<file path="config.mk">
export PLATFORM = sky130hd
export DESIGN_NAME = wb_cmd_master
export DESIGN_NICKNAME = d
export VERILOG_FILES = /design/src/rtl/wb_pkg.sv /design/src/rtl/wb_cmd_master.sv
export SDC_FILE = /design/constraint.sdc
export NUM_CORES = 1
export LEC_CHECK = 0
export ABC_AREA = 1
export BUFFER_PORTS_ARGS = -buffer_cell sky130_fd_sc_hd__buf_2
export CELL_PAD_IN_SITES_DETAIL_PLACEMENT = 1
export CELL_PAD_IN_SITES_GLOBAL_PLACEMENT = 1
export CORE_MARGIN = 2
export CORE_UTILIZATION = 38
export CTS_BUF_LIST = sky130_fd_sc_hd__clkbuf_8 sky130_fd_sc_hd__clkbuf_16
export CTS_CLUSTER_SIZE = 25
export DETAILED_ROUTE_END_ITERATION = 12
export PLACE_DENSITY_LB_ADDON = 0.05
export SLEW_MARGIN = 20
export SYNTH_ARGS = -nofsm -noshare
export SYNTH_HDL_FRONTEND = slang
export SYNTH_SLANG_ARGS = --single-unit
</file>
<file path="constraint.sdc">
create_clock -name clk -period 5.12 [get_ports clk]
set_clock_uncertainty 0.05 [all_clocks]
set_input_delay 0.512 -clock clk [delete_from_list [all_inputs] [get_ports clk]]
set_output_delay 0.512 -clock clk [all_outputs]
set_load 0.005 [all_outputs]
</file>
<file path="src/rtl/wb_pkg.sv">
// Shared Wishbone definitions: FSM state encoding, default bus widths and the
// register map of the timer slave this master is typically paired with.
package wb_pkg;

  localparam int unsigned WB_AW = 32;
  localparam int unsigned WB_DW = 32;

  typedef enum logic [1:0] {
    ST_IDLE = 2'd0,
    ST_BUS  = 2'd1,
    ST_RESP = 2'd2
  } wb_state_e;

  // Timer slave register offsets (byte addresses)
  localparam logic [7:0] TMR_TCR0     = 8'h00;
  localparam logic [7:0] TMR_COMPARE0 = 8'h04;
  localparam logic [7:0] TMR_COUNTER0 = 8'h08;
  localparam logic [7:0] TMR_TCR1     = 8'h0C;
  localparam logic [7:0] TMR_COMPARE1 = 8'h10;
  localparam logic [7:0] TMR_COUNTER1 = 8'h14;

endpackage

</file>
<file path="src/rtl/wb_cmd_master.sv">
// Wishbone classic single-transfer initiator fed by a valid/ready command port.
// One transfer outstanding at a time; the result (read data or timeout error)
// is returned on a valid/ready response port.
//
// Ports:
//   clk, reset                 clock, asynchronous active-low reset
//   cmd_valid/cmd_ready        command handshake (ready only while idle)
//   cmd_we/adr/sel/dat         command payload
//   rsp_valid/rsp_ready        response handshake
//   rsp_dat, rsp_err           read data (0 for writes/timeouts), timeout flag
//   busy                       a transfer or response is in flight
//   wb_cyc_o .. wb_dat_o       Wishbone initiator outputs (stb mirrors cyc)
//   wb_ack_i, wb_dat_i         Wishbone slave responses
module wb_cmd_master
  import wb_pkg::*;
#(
  parameter int unsigned AW      = WB_AW,
  parameter int unsigned DW      = WB_DW,
  parameter int unsigned TIMEOUT = 256
) (
  input  logic            clk,
  input  logic            reset,
  input  logic            cmd_valid,
  output logic            cmd_ready,
  input  logic            cmd_we,
  input  logic [AW-1:0]   cmd_adr,
  input  logic [DW/8-1:0] cmd_sel,
  input  logic [DW-1:0]   cmd_dat,
  output logic            rsp_valid,
  input  logic            rsp_ready,
  output logic [DW-1:0]   rsp_dat,
  output logic            rsp_err,
  output logic            busy,
  output logic            wb_cyc_o,
  output logic            wb_stb_o,
  output logic            wb_we_o,
  output logic [AW-1:0]   wb_adr_o,
  output logic [DW/8-1:0] wb_sel_o,
  output logic [DW-1:0]   wb_dat_o,
  input  logic            wb_ack_i,
  input  logic [DW-1:0]   wb_dat_i
);

  localparam int unsigned SW    = DW / 8;
  // TIMEOUT=0 still needs a legal one-bit counter
  localparam int unsigned CW    = (TIMEOUT == 0) ? 1 : $clog2(TIMEOUT + 1);
  localparam bit          TO_EN = (TIMEOUT != 0);
  localparam logic [CW-1:0] CNT_LAST = CW'((TIMEOUT == 0) ? 0 : TIMEOUT - 1);
  localparam logic [CW-1:0] CNT_MAX  = '1;

  wb_state_e       state_q, state_d;
  logic [CW-1:0]   cnt_q, cnt_d;
  logic            cyc_q, cyc_d;
  logic            we_q, we_d;
  logic [AW-1:0]   adr_q, adr_d;
  logic [SW-1:0]   sel_q, sel_d;
  logic [DW-1:0]   dat_q, dat_d;
  logic            rsp_valid_q, rsp_valid_d;
  logic [DW-1:0]   rsp_dat_q, rsp_dat_d;
  logic            rsp_err_q, rsp_err_d;
  logic            busy_q, busy_d;

  // Next-state and next-output computation
  always_comb begin
    state_d     = state_q;
    cnt_d       = cnt_q;
    cyc_d       = cyc_q;
    we_d        = we_q;
    adr_d       = adr_q;
    sel_d       = sel_q;
    dat_d       = dat_q;
    rsp_valid_d = rsp_valid_q;
    rsp_dat_d   = rsp_dat_q;
    rsp_err_d   = rsp_err_q;

    case (state_q)
      ST_IDLE: begin
        if (cmd_valid) begin
          we_d    = cmd_we;
          adr_d   = cmd_adr;
          sel_d   = cmd_sel;
          dat_d   = cmd_dat;
          cyc_d   = 1'b1;
          cnt_d   = '0;
          state_d = ST_BUS;
        end
      end
      ST_BUS: begin
        // Ack has priority over a timeout on the same edge
        if (wb_ack_i) begin
          cyc_d       = 1'b0;
          rsp_dat_d   = we_q ? '0 : wb_dat_i;
          rsp_err_d   = 1'b0;
          rsp_valid_d = 1'b1;
          state_d     = ST_RESP;
        end else if (TO_EN && (cnt_q == CNT_LAST)) begin
          cyc_d       = 1'b0;
          rsp_dat_d   = '0;
          rsp_err_d   = 1'b1;
          rsp_valid_d = 1'b1;
          state_d     = ST_RESP;
        end else if (cnt_q != CNT_MAX) begin
          cnt_d = cnt_q + CW'(1);
        end
      end
      ST_RESP: begin
        if (rsp_ready) begin
          rsp_valid_d = 1'b0;
          state_d     = ST_IDLE;
        end
      end
      default: begin
        cyc_d       = 1'b0;
        rsp_valid_d = 1'b0;
        state_d     = ST_IDLE;
      end
    endcase

    busy_d = (state_d != ST_IDLE);
  end

  // State and output registers
  always_ff @(posedge clk or negedge reset) begin
    if (!reset) begin
      state_q     <= ST_IDLE;
      cnt_q       <= '0;
      cyc_q       <= 1'b0;
      we_q        <= 1'b0;
      adr_q       <= '0;
      sel_q       <= '0;
      dat_q       <= '0;
      rsp_valid_q <= 1'b0;
      rsp_dat_q   <= '0;
      rsp_err_q   <= 1'b0;
      busy_q      <= 1'b0;
    end else begin
      state_q     <= state_d;
      cnt_q       <= cnt_d;
      cyc_q       <= cyc_d;
      we_q        <= we_d;
      adr_q       <= adr_d;
      sel_q       <= sel_d;
      dat_q       <= dat_d;
      rsp_valid_q <= rsp_valid_d;
      rsp_dat_q   <= rsp_dat_d;
      rsp_err_q   <= rsp_err_d;
      busy_q      <= busy_d;
    end
  end

  assign cmd_ready = (state_q == ST_IDLE);
  assign busy      = busy_q;
  assign wb_cyc_o  = cyc_q;
  assign wb_stb_o  = cyc_q;
  assign wb_we_o   = we_q;
  assign wb_adr_o  = adr_q;
  assign wb_sel_o  = sel_q;
  assign wb_dat_o  = dat_q;
  assign rsp_valid = rsp_valid_q;
  assign rsp_dat   = rsp_dat_q;
  assign rsp_err   = rsp_err_q;

endmodule

</file>
---- After elaboration in Yosys (flattened, before gate mapping) ----
Index checks and enable logic that the tools add are counted.
word-level totals
  bits of input ports ..................... 106
  register bits ........................... 116
  logic and storage cells ................. 55
  output and inout port bits .............. 107
operators by class
  add/sub/neg operators ................... 1
  bitwise operators ....................... 2
  reductions and logical operators ........ 9
  equality and inequality tests ........... 10
  muxes and demuxes ....................... 22
operator list
  cell                                                              number
  32-bit 2-to-1 mux                                                 3
  9-bit 2-to-1 mux                                                  4
  9-bit case mux with 2 select lines                                1
  2-bit inequality test (second input constant)                     5
  9-bit by 1-bit adder with 9-bit output (second input constant)    1
  9-bit by 8-bit == test with 1-bit output (second input constant)  1
  9-bit inequality test (second input constant)                     1
  2-bit 2-to-1 mux                                                  4
  1-bit 2-to-1 mux                                                  7
  1-bit case mux with 3 select lines                                2
  2-bit case mux with 3 select lines                                1
  3-bit AND reduction                                               2
  2-bit nonzero test                                                3
  5-bit AND reduction                                               1
  2-bit AND reduction                                               2
  3-bit inequality test (second input constant)                     1
  2-bit by 1-bit == test with 1-bit output (second input constant)  1
  2-bit == test (second input constant)                             1
  2-bit logical NOT                                                 1
  1-bit inverter                                                    2

---- Longest topological paths before layout ----
Gate-level depths: netlist (run 1).
  depth after elaboration ................. 5
  gate-level depth with buffers ........... 13
  depth with buffers taken out ............ 12

---- Least setup slack after synthesis (run 1) ----
OpenSTA, ideal clock, no wires.
  path type ............................... register to register
  start point ............................. register cnt_q[0]
  end point ............................... register rsp_dat_q[10], in the netlist rsp_dat[10]
  data required time ...................... 4,952 ps
  setup time .............................. 118 ps
  arrival ................................. 1,719 ps
  slack ................................... 3,233 ps
  buffers on the path ..................... 1
  stages on the path, launching flop included .. 13
  cells stage by stage .................... dfrtp_1 > ha_1 > nand2_1 > inv_1 > nand2_1 > nor2_1 > ha_1 > nor2_1 > nor3_4 > inv_2 > buf_2 > nand2_1 > nand2_1
on the way
  longest elaborated chain between the ends .. 3
ends and longest elaborated chain
  element                                   line                  RTL
  from (decl)                               wb_cmd_master.sv:52   logic [CW-1:0] cnt_q, cnt_d;
  from (signal assigned)                    wb_cmd_master.sv:138  cnt_q <= cnt_d;
  9-bit by 8-bit == test with 1-bit output  wb_cmd_master.sv:96   end else if (TO_EN && (cnt_q == CNT_LAST)) begin
  2-bit nonzero test (no source line)       n/a
  2-bit AND reduction (no source line)      n/a
  to (signal assigned)                      wb_cmd_master.sv:145  rsp_dat_q <= rsp_dat_d;
  to (decl)                                 wb_cmd_master.sv:59   logic [DW-1:0] rsp_dat_q, rsp_dat_d;
No other way between the ends.
A chain may end at the register's enable or synchronous reset.

---- Worst setup path in the final report (run 1) ----
  start point ............................. register cnt_q[0]
  end point ............................... register rsp_err_q, in the netlist rsp_err
on the way
  longest elaborated chain between the ends .. 3
ends and longest elaborated chain
  element                                   line                  RTL
  9-bit by 8-bit == test with 1-bit output  wb_cmd_master.sv:96
  2-bit nonzero test (no source line)       n/a
  2-bit AND reduction (no source line)      n/a
  to (signal assigned)                      wb_cmd_master.sv:146  rsp_err_q <= rsp_err_d;
  to (decl)                                 wb_cmd_master.sv:60   logic rsp_err_q, rsp_err_d;
No other way between the ends.

==> results by group, run 1 <==
Global route
  • Global-route wire length before repair: between 15 and 20 mm
  • Total congestion overflow after global routing: 0
  • Via count of the first global-routing pass: between 3000 and 4000
  • Pin count of the biggest net entering global routing: 73
  • Global-route usage over all layers: approximately a fifth
  • Initial antenna violation count: 1

Setup path
  • WP data required: ~5.4 ns
  • Nature of the critical path endpoint: register
  • Crit path arrival time: between 2 and 3 ns
  • Largest fanout on the critical path: 35
  • Startpoint type of the worst setup path: register
  • Flop2flop setup slack: about 2.6 ns
  • Type of the setup path with the least slack: register to register

Synthesis
  • Share of the yosys chip area belonging to registers: between 60% and 70%
  • Area contributors post-synth: dfrtp_1 (61%), mux2_4 (9.5%), mux2_2 (8.1%)
  • Total nets after synthesis: 496
  • Synth Warn #: 0
  • Synthesized netlist cell count: about 390
  • Post-Syn Area per Cell: 12.3 µm²
  • Post-synth top flop: dfrtp_1
  • Number of enable flip-flop cells after synthesis: 0
  • Post-synth top area cell: dfrtp_1
  • Post-Synthesis Cell Area: ~4700 µm²
  • Most instantiated cells after synthesis: dfrtp_1 (116), nand2_1 (87), nand3_1 (41)
  • Most instantiated library cell after synthesis: dfrtp_1
  • Proportion of synthesized flip-flops having asynchronous set or reset: 100%
  • Synth unique cells: 25
  • Yosys top cell area share: between 60% and 70%
  • Synthesized flop and latch total: 116

STA
  • Number of endpoints failing setup at the final stage: 0
  • Hold violation total from the final report: 0
  • Headroom to the max-slew limit: 32.1%
  • Unrepaired setup endpoints after global routing: false
  • Fin crit share: between 40 and 50%
  • Upper clock frequency limit: around 400 MHz
  • Crit path time final: about 2.5 ns
  • Worst slew pin tran: 1.02 ns
  • Slew Limit Fails: 0
  • Final worst setup slack: ~2.6 ns
  • Final sum of negative setup slack: 0 ns

Routing
  • Average vias per placed instance: about 4.7
  • Total wire length: roughly 13 mm
  • Number of optimization iterations in the first detailed-route pass: 4
  • Final routed DRC violation total: 0
  • Overall via count from detail_route: 3683
  • Detail Route Antenna Nets: 0
  • Per-cell routed wire length: 16.2 µm
  • Initial detailed-routing violation count: around 200

Power and ir drop
  • Flop pwr share: a little under two fifths
  • Relative contribution of combinational cells to total power: 34.2%
  • Clock network fraction of design power: between 20% and 30%
  • Switch share: between 30 and 40%
  • Internal power of the cells: between 2 and 3 mW
  • Power spent charging and discharging nets: 1.30 mW
  • Static leakage: 3.54 nW
  • Power Density: ~640 nW/µm²
  • Max rail drop VDD: 0.284 mV

Cells and area
  • Fraction of layout instances using a drive strength above 1: 51.3%
  • NumNets Final: roughly 710
  • Area added between synthesis and finish: 37.3%

Clock tree
  • Number of buffers created by CTS: 17
  • H-Tree Level Count: 4
  • Number of buffers on the longest clock path: 2
  • Root buf cell: clkbuf_16
  • Number of setup buffers added after CTS: 0
  • Clock sink total: about 120
  • Clock latency on the worst-skew pair: between 0.4 and 0.5 ns
  • CTS tree: done
  • Clock edge transition at the registers on the reported setup and hold paths: about 0.050 ns
  • Number of instances resized during post-cts repair: 0
  • Total of hold buffers inserted after clock tree synthesis: 0

Die
  • Die Area: approximately 13000 µm²
  • Cell row count: 40
  • Effective utilization at floorplan: between 30% and 40%
  • Die H: 116 µm
  • Die width: roughly 120 µm
  • Placeable core region: 12100 µm²
  • Io pins: approximately 210

Run status
  • Run status: finished clean

Placed design
  • Placement-stage worst setup slack: around 2.6 ns
  • Buffers added on ports: ~210
  • HPWL after detailed placement: 8.99 mm
  • Final weighted congestion in routability-driven placement: approximately 0.74

Hold path
  • Worst hold-check path type: input port to async pin

Run
  • Number of violations of the max-capacitance limit: 0
## power groups by stage
stage	clock network (mW)	logic (mW)	registers (mW)
CTS	1.18	1.46	1.59
floorplan	0	0.760	1.63
global route	1.23	1.57	1.65
detailed placement	0	1.45	1.60
global placement	0	1.41	1.58
finish	1.15	1.42	1.59
## cells in the final DEF (no fill, tap or decap), types with 2 or more instances in the layout
| master | instances |
|---|---|
| buf_2 | 211 |
| dfrtp_1 | 116 |
| nand2_1 | 87 |
| nand3_1 | 41 |
| mux2_2 | 34 |
| mux2_4 | 30 |
| nor2_1 | 17 |
| clkbuf_16 | 17 |
| inv_1 | 12 |
| o21ai_0 | 6 |
| mux2_1 | 5 |
| buf_4 | 5 |
| a21oi_1 | 4 |
| ha_1 | 4 |
| clkinv_2 | 4 |
| clkbuf_8 | 3 |
| nor2_2 | 2 |
| inv_2 | 2 |
| o21ai_1 | 2 |
| bufinv_16 | 2 |
| clkinvlp_4 | 2 |
## flip-flops by register name (all words and copies together) (netlist names)
register   count
rsp_dat       32
wb_adr_o      32
wb_dat_o      32
cnt_q          9
wb_sel_o       4
state_q        2
busy           1
rsp_err        1
rsp_valid      1
wb_cyc_o       1
wb_we_o        1
## cell families (layout without fill, tap and decap cells)
kind of cell	count (synthesis)	count (layout)	share of synthesized area [%]
compound gates	12	12	1.27
mux	69	69	18.8
buf+inv	32	260	3.73
fa+ha+maj	4	4	1.06
flops	116	116	61.3
other cells	0	1	0
simple gates	153	153	13.8
## layer usage
metal	global-route usage, %	up-vias	share of wire [%]
li1	-	1720	-
met1	23.5	1801	42
met2	31.6	139	49
met3	6.49	23	6.9
met4	9.40	0	2.7
met5	0	-	0
## metrics by stage
stage	cell area (µm²)	power [mW]	utilization, %	hold WS [ns]	cells
finish	6500	4.17	53.9	0.174	783
global route	6500	4.45	53.9	0.244	783
CTS	6490	4.23	53.8	0.214	782
detailed placement	5920	3.04	49.0	0.411	751
global placement	5920	3.00	49.0	0.407	751
floorplan	4730	2.39	-	0.166	386
## worst max-delay path, stage by stage, from the launching register on
cell	delay, ns
dfrtp_1	0.38
ha_1	0.18
nand2_1	0.07
inv_1	0.13
nand2_1	0.07
nor2_1	0.20
ha_1	0.20
nor2_1	0.06
nor3_4	0.10
buf_4	0.36
inv_2	0.34
nand2_1	0.15
o21ai_1	0.07
## layout make-up
type | instances | area (µm²)
diodes | 1 | 2.50
clock buffers | 20 | 467
clock inverters | 11 | 111
fillers | 1369 | 5570
inverters | 13 | 48.8
multi-input cells | 238 | 1660
flip-flops and latches | 116 | 2900
well taps | 168 | 210
repair buffers | 216 | 1090
## final timing paths
check / cells past startpoint / startpoint / end
max: 12 / cnt_q[0] / rsp_err
min: 1 / reset / rsp_dat[18]
max reg2reg: 12 / cnt_q[0] / rsp_err
min reg2reg: 2 / rsp_dat[21] / rsp_dat[21]
max in group asynchronous: 2 / reset / wb_adr_o[27]
min in group clk: 2 / cmd_sel[0] / wb_sel_o[0]
Note: power is estimated with default switching activity, not from simulation.
==> run 2: changes to the inputs <==
--- a/config.mk
+++ b/config.mk
@@ -5,12 +5,12 @@
 export SDC_FILE = /design/constraint.sdc
 export NUM_CORES = 1
 export LEC_CHECK = 0
-export ABC_AREA = 1
+export ABC_AREA = 0
 export BUFFER_PORTS_ARGS = -buffer_cell sky130_fd_sc_hd__buf_2
 export CELL_PAD_IN_SITES_DETAIL_PLACEMENT = 1
 export CELL_PAD_IN_SITES_GLOBAL_PLACEMENT = 1
 export CORE_MARGIN = 2
-export CORE_UTILIZATION = 38
+export CORE_UTILIZATION = 32
 export CTS_BUF_LIST = sky130_fd_sc_hd__clkbuf_8 sky130_fd_sc_hd__clkbuf_16
 export CTS_CLUSTER_SIZE = 25
 export DETAILED_ROUTE_END_ITERATION = 12
==> constraint.sdc (replaced) <==
create_clock -name clk -period 2.3 [get_ports clk]
set_clock_uncertainty 0.05 [all_clocks]
set_input_delay 0.23 -clock clk [delete_from_list [all_inputs] [get_ports clk]]
set_output_delay 0.23 -clock clk [all_outputs]
set_load 0.005 [all_outputs]
==> run 2 against run 1 <==
The run now ends with setup timing left. Cell count up 12%. Via count up 8.5%. Routed wire length up 14%. Synthesized cell count down 3.4%. Sequential power up 120%. Area after synthesis down 1.8%. Utilization down 1.5 points. Combinational power up 130%. Setup slack worse by 2.6 ns. Register-to-register slack worse by 2.6 ns. Critical path type unchanged. Largest power group unchanged. Highest routed layer unchanged.
==> results by group, run 2 <==
Routing
  • Per-cell routed wire length: approximately 16 µm
  • Average vias per placed instance: about 4.6
  • Total wire length: around 14 mm
  • Number of optimization iterations in the first detailed-route pass: 4
  • Initial detailed-routing violation count: roughly 140
  • Final routed DRC violation total: 0
  • Detail Route Antenna Nets: 0
  • Overall via count from detail_route: 3995

Synthesis
  • Total nets after synthesis: 483
  • Post-synth top area cell: dfrtp_1
  • Most instantiated library cell after synthesis: dfrtp_1
  • Yosys top cell area share: 62.5%
  • Synthesized netlist cell count: 373
  • Post-Synthesis Cell Area: roughly 4600 µm²
  • Proportion of synthesized flip-flops having asynchronous set or reset: 100%
  • Most instantiated cells after synthesis: dfrtp_1 (116), nand2_1 (72), mux2_2 (70)
  • Synthesized flop and latch total: 116
  • Synth Warn #: 0
  • Synth unique cells: 32
  • Share of the yosys chip area belonging to registers: 62.5%
  • Number of enable flip-flop cells after synthesis: 0
  • Area contributors post-synth: dfrtp_1 (62%), mux2_2 (17%), nand2_1 (5.8%)
  • Post-synth top flop: dfrtp_1
  • Post-Syn Area per Cell: roughly 12 µm²

Die
  • Die Area: around 15000 µm²
  • Die H: between 100 and 150 µm
  • Effective utilization at floorplan: between 30% and 40%
  • Die width: 124 µm
  • Io pins: between 200 and 250
  • Cell row count: 44
  • Placeable core region: around 14000 µm²

STA
  • Worst slew pin tran: 0.396 ns
  • Upper clock frequency limit: between 400 and 500 MHz
  • Number of endpoints failing setup at the final stage: 1
  • Final worst setup slack: -0.0311 ns
  • Final sum of negative setup slack: -0.0311 ns
  • Crit path time final: between 2 and 2.5 ns
  • Unrepaired setup endpoints after global routing: true
  • Slew Limit Fails: 0
  • Fin crit share: 101%
  • Headroom to the max-slew limit: approximately three quarters
  • Hold violation total from the final report: 0

Power and ir drop
  • Max rail drop VDD: around 0.66 mV
  • Power Density: between 1000 and 1500 nW/µm²
  • Static leakage: around 3.6 nW

Cells and area
  • Number of filler instances in the final layout: between 1500 and 2000
  • Antenna fix cells: 0
  • Final standard cell area without fillers: between 7000 and 8000 µm²
  • NumNets Final: ~790
  • Top library cells by usage in the layout, fill and taps aside: buf_2 (211), dfrtp_1 (116), dlygate4sd3_1 (74)
  • Util after Layout: around 52%
  • Flip-flop and latch area: a little under 3000 µm²
  • Area occupied by multi-input gates: 1700 µm²
  • Area added between synthesis and finish: 61.9%
  • Most frequent standard cell in the layout excluding fill and tap cells: buf_2
  • Fraction of layout instances using a drive strength above 1: 50.7%

Clock tree
  • Number of buffers on the longest clock path: 2
  • Root buf cell: clkbuf_16
  • Clock latency on the worst-skew pair: 0.41 ns
  • CTS tree: done
  • Clock edge transition at the registers on the reported setup and hold paths: roughly 0.050 ns
  • Clock sink total: 116
  • H-Tree Level Count: 4
  • Number of buffers created by CTS: 17

Placed design
  • Final weighted congestion in routability-driven placement: 0.747
  • Buffers added on ports: 212
  • Placement-stage worst setup slack: -0.0827 ns
  • HPWL after detailed placement: a little over 9 mm
  • Placed standard-cell area: 6060 µm²

Global route
  • Global-route wire length before repair: ~24 mm
  • Global-route usage over all layers: between 10% and 20%
  • Pin count of the biggest net entering global routing: 73
  • Initial antenna violation count: 0
  • Via count of the first global-routing pass: roughly 4600
  • Total congestion overflow after global routing: 0

Setup path
  • Startpoint type of the worst setup path: register
  • Type of the setup path with the least slack: register to register
  • Largest fanout on the critical path: 4
  • Crit path arrival time: between 2 and 3 ns
  • WP data required: approximately 2.6 ns
  • Nature of the critical path endpoint: register

Run status
  • Run status: finished with violations
  • Violations in the final reports: setup timing

Run
  • Number of violations of the max-capacitance limit: 0

Hold path
  • Worst hold-check path type: input port to register
run 2: cell types whose count changed after synthesis, sizes merged, moves of 4 or more:
cell    delta
buf        -8
clkbuf    +11
inv        -8
nand2     -16
nand3     -39
nor2       -7
nor2b      +4
o21ai     +26
xnor2      +4
run 2: kinds of logic (layout without fill, tap and decap cells):
logic type,count (synthesis),after routing,share of synthesized area [%]
flops,116,116,62.5
simple gates,101,101,9.48
mux,70,70,17.0
compound gates,52,52,6.87
buf+inv,26,345,2.37
fa+ha+maj,4,4,1.08
xor+xnor,4,4,0.754
run 2: final timing paths:
check                             from           end  cells past startpoint  slack (ns)
min in group asynchronous        reset    state_q[1]                      3        0.30
setup / recovery              cnt_q[4]      cnt_q[7]                      8       -0.03
hold reg to reg            rsp_dat[13]   rsp_dat[13]                      2        0.43
setup reg to reg              cnt_q[4]      cnt_q[7]                      8       -0.03
max in group asynchronous        reset  wb_adr_o[29]                      3        1.53
hold / removal             wb_dat_i[6]    rsp_dat[6]                      3        0.01
run 2: cell type report:
cell class / instances / share of cell area [%]
clock inverters: 12 / 2.46
repair buffers: 309 / 26.9
clock buffers: 20 / 6.20
well taps: 184 / 3.06
flip-flops and latches: 116 / 38.6
inverters: 4 / 0.200
multi-input cells: 231 / 22.5
run 2: timing repair:
item / 4_1_cts / 5_1_grt
setup buffers: 0 / 5
cloned: 0 / 0
pin swaps: 5 / 8
setup endpoints to repair: 4 / 6
endpoints found under the hold margin: 189 / 0
gates resized for setup: 2 / 8
hold buffers: 74 / 0
run 2: worst max-delay path, cell delays in order, from the launching register on:
cell and delay [ns]:
dfrtp_1 0.40, nand2_2 0.11, nor2_4 0.05, and4_4 0.21, ha_4 0.16, or4b_4 0.58
a211oi_4 0.35, a21oi_2 0.10, a31o_2 0.21
run 2: routing by layer:
layer  track usage [%]  up-vias  part of all wire (%)
li1                  -     1875                     -
met1              21.2     1978                    37
met2              36.3      133                    55
met3              7.52        9                   7.0
met4              5.55        0                  0.79
met5                 0        -                     0
run 2: power breakdown:
part	total, mW	internal, mW	leakage [nW]	switching, mW
clock	2.89	1.99	0.334	0.898
sequential	3.57	3.02	1.43	0.549
combinational	3.22	1.73	1.87	1.50
total	9.69	6.74	3.63	2.94
run 2: per-stage QoR:
stage | power, mW | std cells | hold slack, ns
3_5_place_dp | 6.72 | 765 | 0.189
5_1_grt | 10.4 | 876 | 0.0155
3_3_place_gp | 6.56 | 765 | 0.199
4_1_cts | 9.78 | 871 | 0.00124
6_report | 9.69 | 876 | 0.0144
2_1_floorplan | 5.08 | 373 | -0.116
